**config.mk**
```make
export PLATFORM = sky130hd
export DESIGN_NAME = store_unit
export DESIGN_NICKNAME = d
export VERILOG_FILES = /design/src/rtl/store_unit.sv
export SDC_FILE = /design/constraint.sdc
export NUM_CORES = 1
export LEC_CHECK = 0
export CORE_MARGIN = 1
export CORE_UTILIZATION = 40
export DETAILED_ROUTE_END_ITERATION = 8
export PLACE_DENSITY = 0.8
export RECOVER_POWER = 25
export SLEW_MARGIN = 30
export SYNTH_ARGS = -nofsm -noshare
export SYNTH_HDL_FRONTEND = slang
export SYNTH_SLANG_ARGS = --single-unit
```
**constraint.sdc**
```tcl
create_clock -name clk_in -period 2.8 [get_ports clk_in]
set_input_delay 0.56 -clock clk_in [delete_from_list [all_inputs] [get_ports clk_in]]
set_output_delay 0.56 -clock clk_in [all_outputs]
set_load 0.01 [all_outputs]
```
**src/rtl/store_unit.sv**
```systemverilog
// rtl/store_unit.sv - RV32I data-memory write port with valid/ready handshake; STORE_TIMEOUT_EN adds a bus timeout
module store_unit #(
    parameter int TIMEOUT_CYCLES = 16
) (
    input  logic        clk_in,
    input  logic        rst_in,
    input  logic        store_req_in,
    input  logic [1:0]  funct3_in,
    input  logic [31:0] iadder_out_in,
    input  logic [31:0] rs2_in,
    input  logic        dmwr_ready_in,
    output logic        dmwr_valid_out,
    output logic [31:0] dmwr_addr_out,
    output logic [31:0] dmwr_data_out,
    output logic [3:0]  dmwr_mask_out,
    output logic        store_stall_out,
    output logic        misaligned_store_out,
    output logic        bus_error_out
);

    typedef enum logic {
        IDLE = 1'b0,
        REQ  = 1'b1
    } state_t;

    state_t      state;
    state_t      next_state;

    logic        legal;
    logic [31:0] enc_data;
    logic [3:0]  enc_mask;
    logic        handshake;
    logic        capture;
    logic        reject;

    if (TIMEOUT_CYCLES < 2 || TIMEOUT_CYCLES > 255) begin : g_bad_timeout
        $error("store_unit: TIMEOUT_CYCLES must be within 2..255");
    end

`ifdef STORE_TIMEOUT_EN
    localparam logic [7:0] TIMEOUT_LIMIT = 8'(TIMEOUT_CYCLES - 1);
    logic [7:0]  tmo_cnt;
    logic        timeout;
    logic        bus_err_q;
`endif

    // Size/alignment decode and lane replication of the store data.
    always_comb begin
        legal    = 1'b0;
        enc_data = rs2_in;
        enc_mask = 4'b1111;
        case (funct3_in)
            2'b00: begin
                legal    = 1'b1;
                enc_data = {4{rs2_in[7:0]}};
                enc_mask = 4'b0001 << iadder_out_in[1:0];
            end
            2'b01: begin
                legal    = ~iadder_out_in[0];
                enc_data = {2{rs2_in[15:0]}};
                enc_mask = iadder_out_in[1] ? 4'b1100 : 4'b0011;
            end
            2'b10: begin
                legal    = (iadder_out_in[1:0] == 2'b00);
                enc_data = rs2_in;
                enc_mask = 4'b1111;
            end
            default: begin
                legal    = 1'b0;
                enc_data = rs2_in;
                enc_mask = 4'b1111;
            end
        endcase
    end

    assign handshake       = (state == REQ) && dmwr_ready_in;
    assign dmwr_valid_out  = (state == REQ);
    assign store_stall_out = (state == REQ) && !dmwr_ready_in;

    always_ff @(posedge clk_in) begin
        if (rst_in) begin
            state <= IDLE;
        end else begin
            state <= next_state;
        end
    end

    // A new store is only taken when the bus is free: in IDLE or on the completing handshake.
    always_comb begin
        next_state = state;
        capture    = 1'b0;
        reject     = 1'b0;
`ifdef STORE_TIMEOUT_EN
        timeout    = 1'b0;
`endif
        case (state)
            IDLE: begin
                if (store_req_in) begin
                    if (legal) begin
                        capture    = 1'b1;
                        next_state = REQ;
                    end else begin
                        reject     = 1'b1;
                    end
                end
            end
            REQ: begin
                if (handshake) begin
                    next_state = IDLE;
                    if (store_req_in) begin
                        if (legal) begin
                            capture    = 1'b1;
                            next_state = REQ;
                        end else begin
                            reject     = 1'b1;
                        end
                    end
                end
`ifdef STORE_TIMEOUT_EN
                else if (tmo_cnt == TIMEOUT_LIMIT) begin
                    timeout    = 1'b1;
                    next_state = IDLE;
                end
`endif
            end
            default: next_state = IDLE;
        endcase
    end

    always_ff @(posedge clk_in) begin
        if (rst_in) begin
            dmwr_addr_out        <= 32'd0;
            dmwr_data_out        <= 32'd0;
            dmwr_mask_out        <= 4'd0;
            misaligned_store_out <= 1'b0;
        end else begin
            misaligned_store_out <= reject;
            if (capture) begin
                dmwr_addr_out <= {iadder_out_in[31:2], 2'b00};
                dmwr_data_out <= enc_data;
                dmwr_mask_out <= enc_mask;
            end
        end
    end

`ifdef STORE_TIMEOUT_EN
    always_ff @(posedge clk_in) begin
        if (rst_in) begin
            tmo_cnt   <= 8'd0;
            bus_err_q <= 1'b0;
        end else begin
            bus_err_q <= timeout;
            if (capture) begin
                tmo_cnt <= 8'd0;
            end else if (state == REQ && !handshake && !timeout) begin
                tmo_cnt <= tmo_cnt + 8'd1;
            end
        end
    end

    assign bus_error_out = bus_err_q;
`else
    assign bus_error_out = 1'b0;
`endif

endmodule
```
# Word-level counts from Yosys, hierarchy flattened
# Index checks and enable logic that the tools add are counted.
[word_totals]
register_bits = 68
input_bits = 70
out_inout_bits = 72
word_cells = 29
[op_classes]
eq_ne = 2
shifts = 1
muxes = 14
bitwise = 2
reduce_logical = 5
[ops]
columns = ["op", "count"]
rows = [
  ["one-hot mux 32 bit (2 select lines)", 1],
  ["one-hot mux 4 bit (2 select lines)", 1],
  ["two-way mux 1 bit", 7],
  ["one-hot mux 1 bit (2 select lines)", 3],
  ["zero test 2 bit", 2],
  ["two-way mux 4 bit", 1],
  ["left shift 1 x 2 -> 4 bit, first input constant", 1],
  ["one-hot mux 1 bit (3 select lines)", 1],
  ["equality test 2 x 1 -> 1 bit, second input constant", 1],
  ["equality test 2 bit, second input constant", 1],
  ["logical AND 1 bit", 2],
  ["inverter 1 bit", 2],
  ["zero test 1 bit", 1],
]

# Longest topological paths before layout
[depth]
ltp_word = 6
depth_mapped = 6
depth_no_buf = 4

# Least setup slack after synthesis
# Ideal clock, no wire load.
[synth_path]
path_type = "input to register"
from = "in funct3_in[1]"
to = "reg dmwr_data_out[24]"
setup_ps = 137
t_arrival_ps = 1364
t_required_ps = 2663
setup_slack_ps = 1299
path_stages = 6
n_path_buf = 2
path_cell_list = "buf_2 -> inv_2 -> clkbuf_1 -> nand2_1 -> o211ai_1 -> a21oi_1"
[synth_via]
elab_chain_cells = 6
word_cells_on_any_way = 9
classes_between = "eq/ne (2); mux (6); reduce/logical (1)"
[synth_lines]
columns = ["item", "line_no", "rtl"]
rows = [
  ["from (decl)", "8", "input logic [1:0] funct3_in,"],
  ["equality test 2 bit, or another cell as far along", "52", "case (funct3_in)"],
  ["one-hot mux 1 bit (3 select lines)", "52", ""],
  ["two-way mux 1 bit", "99, 111", ""],
  ["two-way mux 1 bit", "98, 110", ""],
  ["two-way mux 1 bit", "108", "if (handshake) begin"],
  ["one-hot mux 1 bit (2 select lines)", "96", "case (state)"],
  ["to (signal assigned)", "140", "dmwr_data_out <= enc_data;"],
  ["to (decl)", "14", "output logic [31:0] dmwr_data_out,"],
]
# Parallel ways exist; a longest one is shown, timed or not.
# A chain may end at the register's enable or synchronous reset.

# Final worst setup path
[layout_path]
from = "in dmwr_ready_in"
to = "out store_stall_out"
[layout_via]
elab_chain_cells = 2
[layout_lines]
columns = ["item", "line_no", "rtl"]
rows = [
  ["from (decl)", "11", "input logic dmwr_ready_in,"],
  ["zero test 1 bit", "78", "assign store_stall_out = (state == REQ) && !dmwr_ready_in;"],
  ["logical AND 1 bit", "78", ""],
  ["to (decl)", "16", "output logic store_stall_out,"],
]
# No other way between the ends.

==> results.yml <==
outcome:
  status: "completed"
timing:
  hold_viol_final: 0
  fin_crit_sh_pct: 86.35
  tightest_slew_ns: 0.5995
  rsz0062_at_grt: "no"
  min_period_ns: 2.418
  skew_ns: 0.009624
  fmax_mhz: 413.6
  slew_violations: 0
  tns_ns: 0
  setup_viol: 0
  relSlewSlack_pct: 60.03
global_route:
  grt_pass1_vias: 2593
  grt_pass1_wl_um: 12440
  grt_max_degree: 86
  grt_antenna_before_repair: 0
  grt_usage_pct: 21.32
  globalRouteOverflowTotal: 0
cts:
  holdBufCountCts: 0
  cts.path.max_buffers: 2
  postCtsSetupBuffers: 0
  clock_latency_ns: 0.32
  clkTransAtPathRegs_ns: 0.06
  cts_root_buffer: "clkbuf_8"
  post_cts_resized: 0
  tritoncts: "done"
  cts_sinks: 68
  numCtsBuffers: 9
  htreeDepth: 3
critical_path:
  cp-start-kind: "input port"
  cpMostUsedCell: "clkdlybuf4s50_1"
  cp_cell_sequence: "clkdlybuf4s50_1, nand2b_1, inv_1, clkdlybuf4s50_1"
  critPathSlowestCell: "clkdlybuf4s50_1"
  criticalPathCategory: "input port to output port"
  crit_family: "buffers and inverters"
  cp_max_fo: 4
  slowest_delay_ns: 0.53
  worstPathRequired_ns: 2.24
  end_kind: "output port"
  cp.buffers_inverters: 3
  arrival_ns: 1.86
floorplan:
  core_area_mm2: 0.006794
  num_rows: 30
  dieHeight_um: 85.91
  io_pins: 142
  die_area_mm2: 0.007381
  die_w_um: 85.91
  initial_core_util_pct: 41.45
hold_path:
  min_path_type: "flop to flop"
logic_synthesis:
  ys_top_cells_by_count: "nand2_1, dfxtp_1, a21oi_1"
  yosysWarningCount: 0
  synth_area_per_cell_um2: 8.382
  synth_ff_type: "dfxtp_1"
  yosysTopAreaCellShare_pct: 48.33
  synth_seq_cells: 68
  yosysUniqueCellTypes: 25
  synthTopCellsByArea: "dfxtp_1, nand2_1, a21oi_1"
  ys_async_sr_fraction_pct: 0
  synth_seq_area_share_pct: 48.33
  yosysTopAreaCell: "dfxtp_1"
  synth-edff-count: 0
  yosysMostFrequentCell: "nand2_1"
  synthCells: 336
  netlist_area_mm2: 0.002816
pwr:
  pwr_density_cell_mw_per_mm2: 534.6
  seqPwrFrac_pct: 44.3
  combinationalPowerShare_pct: 19.0
  vdd_drop_max_uv: 370.7
  p_sw_uw: 583.0
  clkPwrFrac_pct: 36.7
  power.leakage_nw: 1.699
  intPower_mw: 1.795
  switching_share_pct: 24.51
layout:
  synthToLayoutAreaGrowth_pct: 57.97
  stdcell_area_mm2: 0.004449
  antenna_cells: 0
  final_layout_size_suffix_gt1_share_pct: 7.906
  fin_nets: 533
drt:
  routed_via_density: 4.887
  vias: 2756
  drt-initial-drc-count: 169
  drc: 0
  first_pass_iters: 6
  routed_wl_um: 7636
  post_drt_wl_per_cell_um: 13.54
  antenna_left: 0
placement:
  io_buffer_count: 138
  gp_congestion: 0.7572
  hpwl_um: 5413
  detailed_place.area_mm2: 0.004235
job:
  drv_cap: 0
[layer usage]
layer | up-vias | track usage, % | part of all wire [%]
met5 | - | 0 | 0
met2 | 102 | 36.29 | 48
met4 | 0 | 10.00 | 2.6
met1 | 1255 | 25.62 | 44
li1 | 1382 | - | -
met3 | 17 | 4.620 | 5.9
[power groups by stage]
stage	registers [mW]	logic [mW]	clock network, mW
3_5_place_dp	1.08	0.463	0
2_1_floorplan	1.10	0.184	0
6_report	1.05	0.452	0.872
3_3_place_gp	1.08	0.456	0
5_1_grt	1.06	0.491	0.944
4_1_cts	1.06	0.465	0.900
[placed cells by master (no fill, tap or decap), types with 8 or more instances in the layout]
master / n
a211oi_2: 9
a21oi_1: 49
clkbuf_8: 10
clkdlybuf4s50_1: 104
dfxtp_1: 68
dlygate4sd3_1: 33
mux2i_1: 16
nand2_1: 101
nor2_1: 22
o211ai_1: 8
o21ai_0: 10
[final timing paths]
check | startpoint | end | slack (ns) | cells past startpoint
hold reg to reg | dmwr_data_out[2] | dmwr_data_out[2] | 0.45 | 2
setup reg to reg | dmwr_valid_out | dmwr_data_out[8] | 1.32 | 5
setup / recovery | dmwr_ready_in | store_stall_out | 0.38 | 4
hold / removal | dmwr_data_out[2] | dmwr_data_out[2] | 0.45 | 2
[worst reg2reg max path: cells and delay by family, from the launching register on]
kind | cells | cell delay (ns)
and+or+nand+nor | 2 | 0.31
DFF | 1 | 0.32
buffers and inverters | 1 | 0.32
AOI/OAI and AO/OA | 2 | 0.45
[cells by family (layout without fill, tap and decap cells)]
| kind of cell | Yosys count | count (layout) | synth area share (%) |
|---|---|---|---|
| compound gates | 89 | 89 | 21.59 |
| buf+inv | 33 | 163 | 6.486 |
| flops | 68 | 68 | 48.33 |
| mux | 16 | 16 | 5.686 |
| other cells | 1 | 3 | 0.1331 |
| simple gates | 129 | 129 | 17.77 |
[sequential cells by signal, indices dropped and copies added (netlist names)]
register / flops
dmwr_data_out: 32
dmwr_addr_out: 30
dmwr_mask_out: 4
dmwr_valid_out: 1
misaligned_store_out: 1
[metrics by stage]
stage	utilization [%]	power [mW]	hold slack (ns)	cells	setup slack, ns
after floorplan	-	1.287	0.4805	338	1.299
after CTS	65.54	2.420	0.4548	564	0.3852
after detailed placement	62.34	1.540	0.4458	548	0.3930
final	65.49	2.378	0.4511	564	0.3822
after global placement	62.34	1.532	0.4423	548	0.4304
after global routing	65.49	2.496	0.4701	564	0.3370
[layout make-up]
type / instances / area (um^2)
fillers: 592 / 2345
well taps: 96 / 120.1
multi-input cells: 237 / 1292
inverters: 3 / 11.26
flip-flops and latches: 68 / 1361
clock inverters: 4 / 72.57
repair buffers: 144 / 1446
clock buffers: 12 / 145.1
Power figures use the tool's default switching activity.
